**src/rtl/snake_pkg.sv**
```systemverilog
// Shared types and helpers for the snake step controller.
package snake_pkg;

  typedef enum logic [1:0] {
    DIR_UP    = 2'b00,
    DIR_RIGHT = 2'b01,
    DIR_DOWN  = 2'b10,
    DIR_LEFT  = 2'b11
  } dir_t;

  typedef enum logic [2:0] {
    ST_IDLE,
    ST_INIT,
    ST_CALC,
    ST_CHECK,
    ST_ERASE,
    ST_DRAW
  } state_t;

  typedef struct packed {
    logic [15:0] x;
    logic [15:0] y;
  } cell_t;

  // Stepping off the low edge wraps to 16'hFFFF, so a single unsigned
  // compare against the grid size catches both walls.
  function automatic cell_t next_cell(input logic [15:0] x, input logic [15:0] y,
                                      input dir_t d);
    cell_t c;
    c.x = x;
    c.y = y;
    case (d)
      DIR_UP:    c.y = y - 16'd1;
      DIR_RIGHT: c.x = x + 16'd1;
      DIR_DOWN:  c.y = y + 16'd1;
      default:   c.x = x - 16'd1;
    endcase
    return c;
  endfunction

endpackage

```
**src/rtl/snake_body_buf.sv**
```systemverilog
// Circular buffer of snake segments; index 0 of the read port is the tail.
module snake_body_buf
  import snake_pkg::*;
#(
  parameter int MAX_LEN = 8,
  parameter int XW      = 3,
  parameter int YW      = 2
) (
  input  logic                         clk,
  input  logic                         rst_n,
  input  logic                         init,
  input  logic                         push,
  input  logic [XW-1:0]                push_x,
  input  logic [YW-1:0]                push_y,
  input  logic                         pop,
  input  logic [$clog2(MAX_LEN)-1:0]   rd_idx,
  output logic [XW-1:0]                rd_x,
  output logic [YW-1:0]                rd_y,
  output logic [$clog2(MAX_LEN+1)-1:0] count
);
  localparam int PW = $clog2(MAX_LEN);
  localparam int CW = $clog2(MAX_LEN + 1);
  localparam int SW = CW + 1;

  logic [XW-1:0] mem_x [MAX_LEN];
  logic [YW-1:0] mem_y [MAX_LEN];
  logic [PW-1:0] tail;
  logic [CW-1:0] cnt;

  function automatic logic [PW-1:0] wrap_add(input logic [PW-1:0] base,
                                             input logic [CW-1:0] off);
    logic [SW-1:0] sum;
    sum = SW'(base) + SW'(off);
    if (sum >= SW'(MAX_LEN)) sum = sum - SW'(MAX_LEN);
    return PW'(sum);
  endfunction

  always_ff @(posedge clk) begin
    if (!rst_n || init) begin
      tail <= '0;
      cnt  <= '0;
    end else begin
      if (pop) tail <= wrap_add(tail, CW'(1));
      cnt <= cnt + CW'(push) - CW'(pop);
    end
  end

  // New head lands just past the newest entry.
  always_ff @(posedge clk) begin
    if (push) begin
      mem_x[wrap_add(tail, cnt)] <= push_x;
      mem_y[wrap_add(tail, cnt)] <= push_y;
    end
  end

  assign rd_x  = mem_x[wrap_add(tail, CW'(rd_idx))];
  assign rd_y  = mem_y[wrap_add(tail, CW'(rd_idx))];
  assign count = cnt;

endmodule

```
**src/rtl/snake_step_ctrl.sv**
```systemverilog
// Snake step sequencer: tick generation, turn/grow latching, collision
// checks and one-write-per-cycle field updates.
//
// state  | meaning
// IDLE   | waiting for start (stopped) or a step tick (running)
// INIT   | clear field, reset body/dir/length, set running
// CALC   | apply latched turn, compute next head, wall check
// CHECK  | compare next head against one body segment per cycle
// ERASE  | clear tail cell, pop tail
// DRAW   | light next head cell, push head, update length
module snake_step_ctrl
  import snake_pkg::*;
#(
  parameter int GRID_W   = 8,
  parameter int GRID_H   = 4,
  parameter int MAX_LEN  = 8,
  parameter int TICK_DIV = 50_000_000
) (
  input  logic                         clk,
  input  logic                         rst_n,
  input  logic                         start,
  input  logic                         turn_l,
  input  logic                         turn_r,
  input  logic                         grow,
  output logic                         field_clr,
  output logic                         field_we,
  output logic [$clog2(GRID_W)-1:0]    field_x,
  output logic [$clog2(GRID_H)-1:0]    field_y,
  output logic                         field_val,
  output logic [$clog2(GRID_W)-1:0]    head_x,
  output logic [$clog2(GRID_H)-1:0]    head_y,
  output logic [1:0]                   dir,
  output logic [$clog2(MAX_LEN+1)-1:0] length,
  output logic                         running,
  output logic                         game_over
);
  localparam int XW = $clog2(GRID_W);
  localparam int YW = $clog2(GRID_H);
  localparam int PW = $clog2(MAX_LEN);
  localparam int CW = $clog2(MAX_LEN + 1);
  localparam int TW = $clog2(TICK_DIV);

  state_t        state, state_nx;
  logic [TW-1:0] cnt;
  logic          tick;
  logic          turn_vld, turn_cw;
  logic          grow_pend, grow_step, grow_eff;
  dir_t          dir_q, dir_new;
  logic [XW-1:0] head_x_q, nx_q, rd_x;
  logic [YW-1:0] head_y_q, ny_q, rd_y;
  logic [CW-1:0] len_q, chk_idx, buf_cnt;
  logic          running_q, game_over_q;
  cell_t         nc;
  logic          wall, hit, chk_last, abort;

  assign tick     = running_q && (cnt == TW'(TICK_DIV - 1));
  assign grow_eff = grow_pend && (len_q < CW'(MAX_LEN));
  assign nc       = next_cell(16'(head_x_q), 16'(head_y_q), dir_new);
  assign wall     = (nc.x >= 16'(GRID_W)) || (nc.y >= 16'(GRID_H));
  assign hit      = (rd_x == nx_q) && (rd_y == ny_q);
  assign chk_last = (chk_idx == buf_cnt - CW'(1));
  assign abort    = ((state == ST_CALC) && wall) || ((state == ST_CHECK) && hit);

  always_comb begin
    dir_new = dir_q;
    if (turn_vld) dir_new = turn_cw ? dir_t'(dir_q + 2'd1) : dir_t'(dir_q - 2'd1);
  end

  snake_body_buf #(
    .MAX_LEN(MAX_LEN),
    .XW     (XW),
    .YW     (YW)
  ) u_body (
    .clk   (clk),
    .rst_n (rst_n),
    .init  (state == ST_INIT),
    .push  (state == ST_DRAW),
    .push_x(nx_q),
    .push_y(ny_q),
    .pop   (state == ST_ERASE),
    .rd_idx((state == ST_ERASE) ? '0 : PW'(chk_idx)),
    .rd_x  (rd_x),
    .rd_y  (rd_y),
    .count (buf_cnt)
  );

  always_ff @(posedge clk) begin
    if (!rst_n) state <= ST_IDLE;
    else        state <= state_nx;
  end

  always_comb begin
    state_nx  = state;
    field_clr = 1'b0;
    field_we  = 1'b0;
    field_x   = '0;
    field_y   = '0;
    field_val = 1'b0;
    case (state)
      ST_IDLE: begin
        if (start && !running_q) state_nx = ST_INIT;
        else if (tick)           state_nx = ST_CALC;
      end
      ST_INIT: begin
        field_clr = 1'b1;
        state_nx  = ST_DRAW;
      end
      ST_CALC: begin
        if (wall)                               state_nx = ST_IDLE;
        else if (!grow_eff && buf_cnt == CW'(1)) state_nx = ST_ERASE;
        else                                    state_nx = ST_CHECK;
      end
      ST_CHECK: begin
        if (hit)           state_nx = ST_IDLE;
        else if (chk_last) state_nx = grow_step ? ST_DRAW : ST_ERASE;
      end
      ST_ERASE: begin
        field_we = 1'b1;
        field_x  = rd_x;
        field_y  = rd_y;
        state_nx = ST_DRAW;
      end
      ST_DRAW: begin
        field_we  = 1'b1;
        field_x   = nx_q;
        field_y   = ny_q;
        field_val = 1'b1;
        state_nx  = ST_IDLE;
      end
      default: state_nx = ST_IDLE;
    endcase
  end

  always_ff @(posedge clk) begin
    if (!rst_n) begin
      cnt         <= '0;
      turn_vld    <= 1'b0;
      turn_cw     <= 1'b0;
      grow_pend   <= 1'b0;
      grow_step   <= 1'b0;
      dir_q       <= DIR_RIGHT;
      head_x_q    <= '0;
      head_y_q    <= '0;
      nx_q        <= '0;
      ny_q        <= '0;
      len_q       <= CW'(1);
      chk_idx     <= '0;
      running_q   <= 1'b0;
      game_over_q <= 1'b0;
    end else begin
      if (!running_q || tick) cnt <= '0;
      else                    cnt <= cnt + TW'(1);

      // Only the first clean turn since the last CALC is kept.
      if (state == ST_CALC || abort) turn_vld <= 1'b0;
      else if (running_q && !turn_vld && (turn_l ^ turn_r)) begin
        turn_vld <= 1'b1;
        turn_cw  <= turn_r;
      end

      if (abort || state == ST_DRAW) grow_pend <= 1'b0;
      else if (running_q && grow)    grow_pend <= 1'b1;

      case (state)
        ST_INIT: begin
          dir_q       <= DIR_RIGHT;
          head_x_q    <= '0;
          head_y_q    <= '0;
          nx_q        <= '0;
          ny_q        <= '0;
          len_q       <= CW'(1);
          grow_step   <= 1'b0;
          running_q   <= 1'b1;
          game_over_q <= 1'b0;
        end
        ST_CALC: begin
          dir_q <= dir_new;
          if (wall) begin
            game_over_q <= 1'b1;
            running_q   <= 1'b0;
          end else begin
            nx_q      <= nc.x[XW-1:0];
            ny_q      <= nc.y[YW-1:0];
            grow_step <= grow_eff;
            // The tail vacates on a plain move, so skip comparing it.
            chk_idx   <= grow_eff ? '0 : CW'(1);
          end
        end
        ST_CHECK: begin
          if (hit) begin
            game_over_q <= 1'b1;
            running_q   <= 1'b0;
          end else begin
            chk_idx <= chk_idx + CW'(1);
          end
        end
        ST_DRAW: begin
          head_x_q <= nx_q;
          head_y_q <= ny_q;
          len_q    <= len_q + CW'(grow_step);
        end
        default: ;
      endcase
    end
  end

  assign head_x    = head_x_q;
  assign head_y    = head_y_q;
  assign dir       = dir_q;
  assign length    = len_q;
  assign running   = running_q;
  assign game_over = game_over_q;

endmodule

```
**config.mk**
```make
export PLATFORM = sky130hd
export DESIGN_NAME = snake_step_ctrl
export DESIGN_NICKNAME = d
export VERILOG_FILES = /design/src/rtl/snake_pkg.sv /design/src/rtl/snake_body_buf.sv /design/src/rtl/snake_step_ctrl.sv
export SDC_FILE = /design/constraint.sdc
export NUM_CORES = 1
export LEC_CHECK = 0
export CORE_MARGIN = 2
export CORE_UTILIZATION = 40
export CTS_BUF_LIST = sky130_fd_sc_hd__clkbuf_4 sky130_fd_sc_hd__clkbuf_8
export DETAILED_ROUTE_END_ITERATION = 16
export HOLD_SLACK_MARGIN = 0.1
export PLACE_DENSITY = 0.57
export SYNTH_ARGS = -nofsm -noshare
export SYNTH_HDL_FRONTEND = slang
export SYNTH_SLANG_ARGS = --single-unit
```
**constraint.sdc**
```tcl
create_clock -name clk -period 4.07 [get_ports clk]
set_input_delay 0.814 -clock clk [delete_from_list [all_inputs] [get_ports clk]]
set_output_delay 0.814 -clock clk [all_outputs]
set_load 0.05 [all_outputs]
```
==> results of run 1 <==
## where the power goes
group          total (mW)  internal (mW)  switching, mW
logic                1.06          0.417          0.646
registers            1.20           1.12         0.0786
clock network       0.621          0.237          0.385
## registers in the layout (all words and copies together), names as in the netlist, 3 cells and up
name	flops
chk_idx	4
nx_q	3
u_body.count	4
cnt	26
u_body.mem_x	24
length	4
state	3
head_x	3
u_body.tail	3
u_body.mem_y	16
## layout by cell type, fill, tap and decap left out, types with 19 or more instances in the layout
master and count:
xor2_1 29, clkdlybuf4s50_1 21, inv_1 24, dfxtp_1 62, xnor2_1 21, nand2_1 39, nor2_1 70, ha_1 19
edfxtp_1 40, a21oi_1 27, nand3_1 22
## cell families after synthesis
kind of cell | count (synthesis) | synth area share
buffers and inverters | 45 | 0.0371
multiplexers | 15 | 0.0529
AO/OA/AOI/OAI | 81 | 0.111
XOR/XNOR | 50 | 0.0842
adder cells (fa/ha/maj) | 22 | 0.0573
flip-flops | 102 | 0.470
AND/OR/NAND/NOR | 199 | 0.187
## final timing paths
path             from         end  slack (ns)  cells after the start
min reg2reg    cnt[0]      cnt[0]        0.48                      1
min            cnt[0]      cnt[0]        0.48                      1
max          state[2]  field_y[0]        0.12                     11
max reg2reg  state[2]     running        0.49                     11
## metrics by stage
stage / total power, mW / util / setup WS [ns]
global placement: 2.27 / 0.446 / 0.489
detailed placement: 2.28 / 0.446 / 0.433
floorplan: 2.01 / - / 0.219
finish: 2.88 / 0.461 / 0.124
CTS: 2.90 / 0.461 / 0.0513
global route: 3.06 / 0.461 / -0.00532
## routing by layer
metal / GRT usage / part of all wire / vias up
met5: 0 / 0 / -
met4: 0.0572 / 0.016 / 0
met3: 0.0334 / 0.042 / 16
met2: 0.264 / 0.45 / 68
met1: 0.247 / 0.49 / 1869
li1: - / - / 1882
## synthesized netlist by cell type (7+ instances only)
master,instances
nand3_1,22
xor2_1,29
nand4_1,11
and3_1,10
xnor2_1,21
mux4_2,10
nand2b_1,13
dfxtp_1,62
o21ai_0,15
edfxtp_1,40
nor3_1,7
ha_1,19
nor2_1,70
a21oi_1,27
nand2_1,39
clkbuf_1,12
inv_1,24
## layout make-up
class,instances,area share
Multi-Input combinational cell,367,0.439
Clock buffer,9,0.0212
Tap cell,172,0.0368
Sequential cell,102,0.418
Inverter,25,0.0161
Clock inverter,7,0.0107
Timing Repair Buffer,35,0.0582
## repair_timing
item / CTS / global route
setup endpoints to repair: 0 / 4
resized for setup: 0 / 2
hold buffers: 0 / 0
## worst max-delay path: stages (launching register included)
cell	delay, ns
dfxtp_1	0.35
or3b_1	0.37
and2_1	0.17
ha_1	0.17
inv_1	0.07
fa_2	0.56
mux4_2	0.36
mux2i_1	0.17
nor2_1	0.06
a21oi_1	0.18
nor2_1	0.07
buf_4	0.20
==> run summary, run 1 <==
Most common flop cell mapped by yosys: dfxtp_1
Max Freq: 0.253 GHz
Slew HR: 0.207
Placed Area: 5660 um^2
Hold Crit Class: register to register
Final setup viols: 0
Pre-Repair DR Iteration Count: 5
Initial DRC Count: 292
Gpl congestion: 0.843
CTS clock-pin slew for the worst setup and hold paths: 0.11 ns
Min cycle time layout: 3.95 ns
Reg area: 2440 um^2
Post-route DRC: 0
Core Area: 12700 um^2
Number of synthesized flops with an enable pin: 40
Non-filler cells, final: 717
Initial Util: 0.410
Fillers: 1240
Number of placed instances, taps included: 701
Share of cells above drive strength 1: 0.0972
Post-route cell area: 5850 um^2
Clk root buf: clkbuf_8
Leakage: 2.02 nW
Yosys top cell by area: dfxtp_1
#FFs+latches synth: 102
Multi-input logic area: 2570 um^2
Largest net degree at the start of global routing: 20
CTS Buf Count: 9
Worst hold slack: 0.484 ns
Fin. Hold Viols: 0
Tcrit/Tclk final: 0.969
CTS tree: yes
Clock sink count: 102
Vias: 3835
Synthesized instance count: 514
WS Path Type: register to output pin
Async set or reset register ratio after synthesis: 0
Worst path required time: 3.26 ns
DP HPWL: 8330 um
Critical Path Source Type: register
Worst setup EP type: output pin
Die H: 118 um
Site Rows: 41
Overall Global Routing Usage: 0.173
First-pass GRT wire length: 19100 um
IO Count: 27
Slew @ Worst Pin: 1.18 ns
Cell Area, Synth: 5200 um^2
Synthesized net count: 542
Largest fanout on the critical path: 10
Worst endpoint data arrival time: 3.13 ns
# port buffers: 26
Nets: 568
Largest cells by area after synthesis: dfxtp_1, edfxtp_1, nor2_1
Outcome: finished, final reports clean
Syn avg cell area: 10.1 um^2
WL final: 11400 um
Yosys top cell area share: 0.239
Area Overhead vs Synth: 12.4%
Cell Pwr Density: 493 nW/um^2
Postcts setup bufs: 0
Clock H-tree levels: 3
Vias per cell: 5.35
Slew Limit Fails: 0
Die Wd: 118 um
DR WL/cell: 16.0 um
Die area: 13900 um^2
Grt total ovfl: 0
Setup Skew: 0.0207 ns
ANT cells: 0
Post-synthesis sequential area ratio: 0.470
Synth cell types: 64
Ys Warns: 0
Vias in the first global route: 3729
VDD IR max: 0.000231 V
Antenna violations before repair: 0
Post-DRT Antenna Nets: 0
CTS Buffer Depth: 2
Total negative slack: 0 ns
Skew-Pair Late Insertion Delay: 0.38 ns
Max-cap violations: 0
Note: power is estimated with default switching activity, not from simulation.
==> inputs of run 2 (changes only) <==
- PLACE_DENSITY: 0.57 -> unset
- SETUP_SLACK_MARGIN: unset -> 0.02
==> run 2 against run 1 <==
Net effect: worst hold slack improved by 0.0039 ns; core utilization decreased by 0.079 points; global-route usage decreased by 0.34 points; die area unchanged; final cell count decreased by 0.28%; sequential power about the same; maximum frequency increased by 2.3%; via count decreased by 1.6%; largest power group unchanged; highest routed layer unchanged.
==> run summary, run 2 (synthesized netlist as in run 1, its figures left out) <==
Outcome: finished, final reports clean
Largest registers: cnt x26, u_body.mem_x x24, u_body.mem_y x16
# port buffers: 26 (unchanged)
Vias per cell: 5.28 (-1.4%)
Core Area: 12700 um^2 (unchanged)
Worst path required time: 3.26 ns (about the same)
Antenna violations before repair: 0 (unchanged)
Met2 Routed Length: 5350 um (+4.2%)
Post-DRT Antenna Nets: 0 (unchanged)
Die area: 13900 um^2 (unchanged)
Worst R2R Start: state[0]
Largest net degree at the start of global routing: 27 (+35%)
RSZ-0062 raised after global routing: no
Non-filler cells, final: 715 (-0.28%)
Max-cap violations: 0 (unchanged)
Hold Crit Class: register to register
Critical Path Source Type: register
Reg area: 2440 um^2 (unchanged)
CTS Buffer Depth: 2 (unchanged)
Vias in the first global route: 3734 (+0.13%)
Final setup viols: 0 (unchanged)
WS Path Type: register to output pin
Grt total ovfl: 0 (unchanged)
Initial DRC Count: 200 (-32%)
Reg2reg setup slack: 0.42 ns (-0.07 ns)
Gpl congestion: 0.828 (-1.7%)
Worst setup EP type: output pin
Number of placed instances, taps included: 699 (-0.29%)
Reg with most FFs: cnt
Largest fanout on the critical path: 10 (unchanged)
Vias: 3772 (-1.6%)
Clock H-tree levels: 3 (unchanged)
Final design utilization: 0.461 (-0.000790)
Clk root buf: clkbuf_8
First-pass GRT wire length: 18800 um (-1.6%)
Register-to-Register Path Depth: 11 (unchanged)
DP HPWL: 8180 um (-1.8%)
Placed Area: 5640 um^2 (-0.27%)
Tcrit/Tclk final: 0.948 (-0.0218)
Cell Pwr Density: 491 nW/um^2 (-0.47%)
Max reg flops: 26 (unchanged)
Skew-Pair Late Insertion Delay: 0.39 ns (about the same)
Worst endpoint data arrival time: 3.04 ns (-0.09 ns)
ANT cells: 0 (unchanged)
Die H: 118 um (unchanged)
Highest metal used: met4
Fin. Hold Viols: 0 (unchanged)
Slew @ Worst Pin: 1.09 ns (-0.0901 ns)
Worst hold path startpoint: cnt[0]
Initial Util: 0.410 (unchanged)
Overall Global Routing Usage: 0.170 (-0.00338)
IO Count: 27 (unchanged)
Slew HR: 0.267 (+0.0606)
Worst hold slack: 0.488 ns (+0.00389 ns)
VDD IR max: 0.000230 V (about the same)
Max Freq: 0.259 GHz (+2.3%)
CTS tree: yes
Area Overhead vs Synth: 12.3%
Multi-input logic area: 2580 um^2 (+0.44%)
Hold EP: cnt[0]
CTS clock-pin slew for the worst setup and hold paths: 0.10 ns (about the same)
Pre-Repair DR Iteration Count: 4 (-1)
CTS Buf Count: 9 (unchanged)
Nets: 566 (-0.35%)
Worst reg2reg path endpoint: running
Clock sink count: 102 (unchanged)
M1 wire length: 5140 um (-9.1%)
Fillers: 1235 (-0.40%)
Site Rows: 41 (unchanged)
Min cycle time layout: 3.86 ns (-0.0887 ns)
Die Wd: 118 um (unchanged)
Total negative slack: 0 ns (unchanged)
DR WL/cell: 15.6 um (-2.2%)
Post-route DRC: 0 (unchanged)
Post-route cell area: 5840 um^2 (-0.17%)
Setup Skew: 0.0194 ns (-0.00126 ns)
Leakage: 2.01 nW (-0.57%)
Most frequent cells in the layout: nor2_1, dfxtp_1, edfxtp_1, nand2_1, xor2_1
Share of cells above drive strength 1: 0.0939 (-0.00333)
Slew Limit Fails: 0 (unchanged)
Commonest non-fill, non-tap cell in the layout: nor2_1
Met3 WL: 546 um (+15%)
Worst hold stages: 1 (unchanged)
WL final: 11200 um (-2.5%)
[run 2: cell type report]
class,count,area share
Clock inverter,6,0.00729
Timing Repair Buffer,33,0.0557
Clock buffer,10,0.0236
Tap cell,172,0.0369
Multi-Input combinational cell,367,0.442
Inverter,25,0.0161
Sequential cell,102,0.419
[run 2: worst max-delay path, cell delays in order (launching register included)]
cell and delay, ns:
dfxtp_1 0.32, or3b_1 0.39, and2_1 0.20, ha_4 0.16, inv_1 0.07, fa_2 0.55
mux4_2 0.37, mux2i_1 0.16, nor2_1 0.06, a21oi_1 0.12, nor2_1 0.05, buf_4 0.20
[run 2: report_power, final]
part	internal [mW]	switching [mW]
Sequential	1.12	0.0776
Clock	0.243	0.362
Combinational	0.430	0.631
[run 2: worst max path at each step]
stage | startpoint | to | slack, ns | cells after the start
floorplan | state[2] | field_x[0] | 0.22 | 11
global placement | state[0] | running | 0.41 | 9
detailed placement | state[0] | running | 0.33 | 11
CTS | state[0] | field_x[1] | 0.12 | 10
global route | state[0] | field_x[1] | 0.02 | 11
finish | state[0] | field_x[1] | 0.21 | 11
[run 2: metal layers]
metal | vias up | global-route usage
met4 | 0 | 0.0467
met5 | - | 0
met2 | 70 | 0.279
met1 | 1821 | 0.222
li1 | 1871 | -
met3 | 10 | 0.0436
[run 2: through the flow]
stage	setup WS, ns	power (mW)
2_1_floorplan	0.219	2.01
3_3_place_gp	0.406	2.25
3_5_place_dp	0.329	2.27
4_1_cts	0.116	2.87
5_1_grt	0.0202	3.05
6_report	0.213	2.87
[run 2: what timing repair did]
item,CTS,global route
gates resized for setup,1,2
setup buffers,0,0
endpoints found under the setup margin,2,3
hold buffers,0,0
cloned,0,0
==> inputs of run 3 (changes only) <==
- CORE_UTILIZATION: 40 -> 50
- PLACE_DENSITY: unset -> 0.68
==> run 3 against run 2 <==
Net effect: global-route usage rose by 4.5 points; worst hold slack improved by 0.0039 ns; design area is essentially flat; combinational power about the same; non-clock buffer count increased by 6; total power hardly changed; routed wire length fell by 0.78%; clock power hardly changed; core utilization rose by 11 points; sequential power about the same; maximum frequency shrank 0.16%; largest cell class unchanged.
==> run summary, run 3 (synthesized netlist as in run 1, its figures left out) <==
Outcome: finished, final reports clean
Setup ws final: 0.207 ns (-0.00635 ns)
Final setup viols: 0 (unchanged)
Min cycle time layout: 3.86 ns (+0.00635 ns)
Met3 WL: 422 um (-23%)
Slew @ Worst Pin: 0.914 ns (-0.176 ns)
CP endpoint: field_x[2]
M1 wire length: 5670 um (+10%)
Worst setup EP type: output pin
VDD IR max: 0.000263 V (+14%)
Max incr delay on CP: 0.52 ns (-0.03 ns)
Initial Util: 0.508 (+0.0978)
Worst hold slack: 0.492 ns (+0.00395 ns)
Post-route DRC: 0 (unchanged)
CP startpoint: state[1]
Reg2reg setup slack: 0.44 ns (+0.02 ns)
Clock sink count: 102 (unchanged)
ANT cells: 0 (unchanged)
Initial DRC Count: 213 (+6.5%)
Multi-input logic area: 2570 um^2 (-0.19%)
Place WS: 0.221 ns (-0.108 ns)
Register-to-Register Path Depth: 12 (+1)
Setup Skew: 0.00628 ns (-0.0131 ns)
# port buffers: 26 (unchanged)
Hold Crit Class: register to register
Total negative slack: 0 ns (unchanged)
Highest metal used: met4
Fillers: 893 (-28%)
Die H: 106 um (-10%)
Site Rows: 37 (-9.8%)
Most frequent cells in the layout: nor2_1, dfxtp_1, edfxtp_1, nand2_1, xor2_1
Reg area: 2450 um^2 (+0.15%)
Pre-Repair DR Iteration Count: 5 (+1)
Skew-Pair Late Insertion Delay: 0.37 ns (-0.02 ns)
Leakage: 2.04 nW (+1.5%)
Design Power: 2.87 mW (about the same)
Critical Path Source Type: register
Worst R2R Start: state[1]
CTS Buffer Depth: 2 (unchanged)
IO Count: 27 (unchanged)
RSZ-0062 raised after global routing: no
CP delay by family, top: adder cells
Worst endpoint data arrival time: 3.05 ns (about the same)
Tcrit/Tclk final: 0.949 (+0.00156)
Max reg flops: 26 (unchanged)
Grt total ovfl: 0 (unchanged)
WL final: 11100 um (-0.78%)
Commonest non-fill, non-tap cell in the layout: nor2_1
Die Wd: 106 um (-10%)
DR WL/cell: 16.2 um (+3.6%)
Overall Global Routing Usage: 0.214 (+0.0447)
Largest registers: cnt x26, u_body.mem_x x24, u_body.mem_y x16
Clk root buf: clkbuf_8
Slowest stage cell on the critical path: fa_2
Slew Limit Fails: 0 (unchanged)
First-pass GRT wire length: 18800 um (-0.11%)
Reg with most FFs: cnt
Max-cap violations: 0 (unchanged)
Worst reg2reg path endpoint: running
Cell Chain, Critical Path: or3b_4, and2_1, ha_1, inv_1, fa_2, buf_4, mux4_2, mux2i_1, a21oi_1, buf_12
Share of cells above drive strength 1: 0.107 (+0.0135)
Buffers plus inverters on the worst setup path: 3 (+1)
Gpl congestion: 0.846 (+2.1%)
Slew HR: 0.386 (+0.119)
Vias per cell: 5.60 (+6.1%)
Cell Pwr Density: 491 nW/um^2 (about the same)
Max Freq: 0.259 GHz (-0.16%)
Worst hold stages: 1 (unchanged)
CTS Buf Count: 9 (unchanged)
DP HPWL: 8020 um (-2.0%)
Fin. Hold Viols: 0 (unchanged)
Clock H-tree levels: 3 (unchanged)
CP Depth: 10 (-1)
Largest fanout on the critical path: 12 (+2)
CTS tree: yes
Hold Buf Count CTS: 0 (unchanged)
Die area: 11200 um^2 (-19%)
Antenna violations before repair: 0 (unchanged)
Nets: 572 (+1.1%)
Met2 Routed Length: 4840 um (-9.5%)
Largest net degree at the start of global routing: 19 (-30%)
WS Path Type: register to output pin
Area Overhead vs Synth: 12.2% (about the same)
CTS clock-pin slew for the worst setup and hold paths: 0.10 ns (about the same)
Post-DRT Antenna Nets: 0 (unchanged)
Core Area: 10200 um^2 (-19%)
Vias in the first global route: 3763 (+0.78%)
Worst path required time: 3.26 ns (about the same)
Vias: 3833 (+1.6%)
## run 3: final cells by class
cell class	instances	area share
flip-flops and latches	102	0.419
well taps	136	0.0292
clock buffers	9	0.0212
multi-input cells	367	0.441
inverters	25	0.0161
repair buffers	39	0.0635
clock inverters	7	0.00944
## run 3: report_power, final
| group | internal (mW) | total [mW] | switching [mW] | leakage, nW |
|---|---|---|---|---|
| Clock | 0.229 | 0.602 | 0.372 | 0.0881 |
| Sequential | 1.12 | 1.21 | 0.0899 | 0.872 |
| Combinational | 0.424 | 1.05 | 0.625 | 1.08 |
| Total | 1.78 | 2.87 | 1.09 | 2.04 |
## run 3: layer usage
| metal | global-route usage | up-vias |
|---|---|---|
| li1 | - | 1885 |
| met1 | 0.318 | 1855 |
| met2 | 0.325 | 83 |
| met3 | 0.0319 | 10 |
| met4 | 0.0648 | 0 |
| met5 | 0 | - |
## run 3: what timing repair did
action                                  CTS  global route
gates resized for setup                   1             5
setup buffers                             0             4
endpoints found under the setup margin    3             5
pin swaps                                 0             2
## run 3: worst reg2reg max path, delay by kind of cell, from the launching register on
kind            cells  cell delay [ns]
fa+ha+maj           2             0.70
xor+xnor            1             0.19
flops               1             0.40
simple gates        2             0.55
buf+inv             2             0.27
compound gates      4             1.14
mux                 1             0.30
## run 3: worst min-delay path by stage
stage	startpoint	end	slack [ns]
detailed placement	cnt[0]	cnt[0]	0.46
CTS	cnt[0]	cnt[0]	0.49
global placement	cnt[0]	cnt[0]	0.45
floorplan	cnt[0]	cnt[0]	0.44
global route	cnt[0]	cnt[0]	0.50
finish	cnt[0]	cnt[0]	0.49
## run 3: per-stage QoR
| stage | utilization | area, um^2 | std cells |
|---|---|---|---|
| final | 0.570 | 5830 | 685 |
| after global routing | 0.570 | 5830 | 685 |
| after CTS | 0.566 | 5790 | 681 |
| after detailed placement | 0.548 | 5610 | 665 |
| after global placement | 0.548 | 5610 | 665 |
| after floorplan | - | 5200 | 514 |
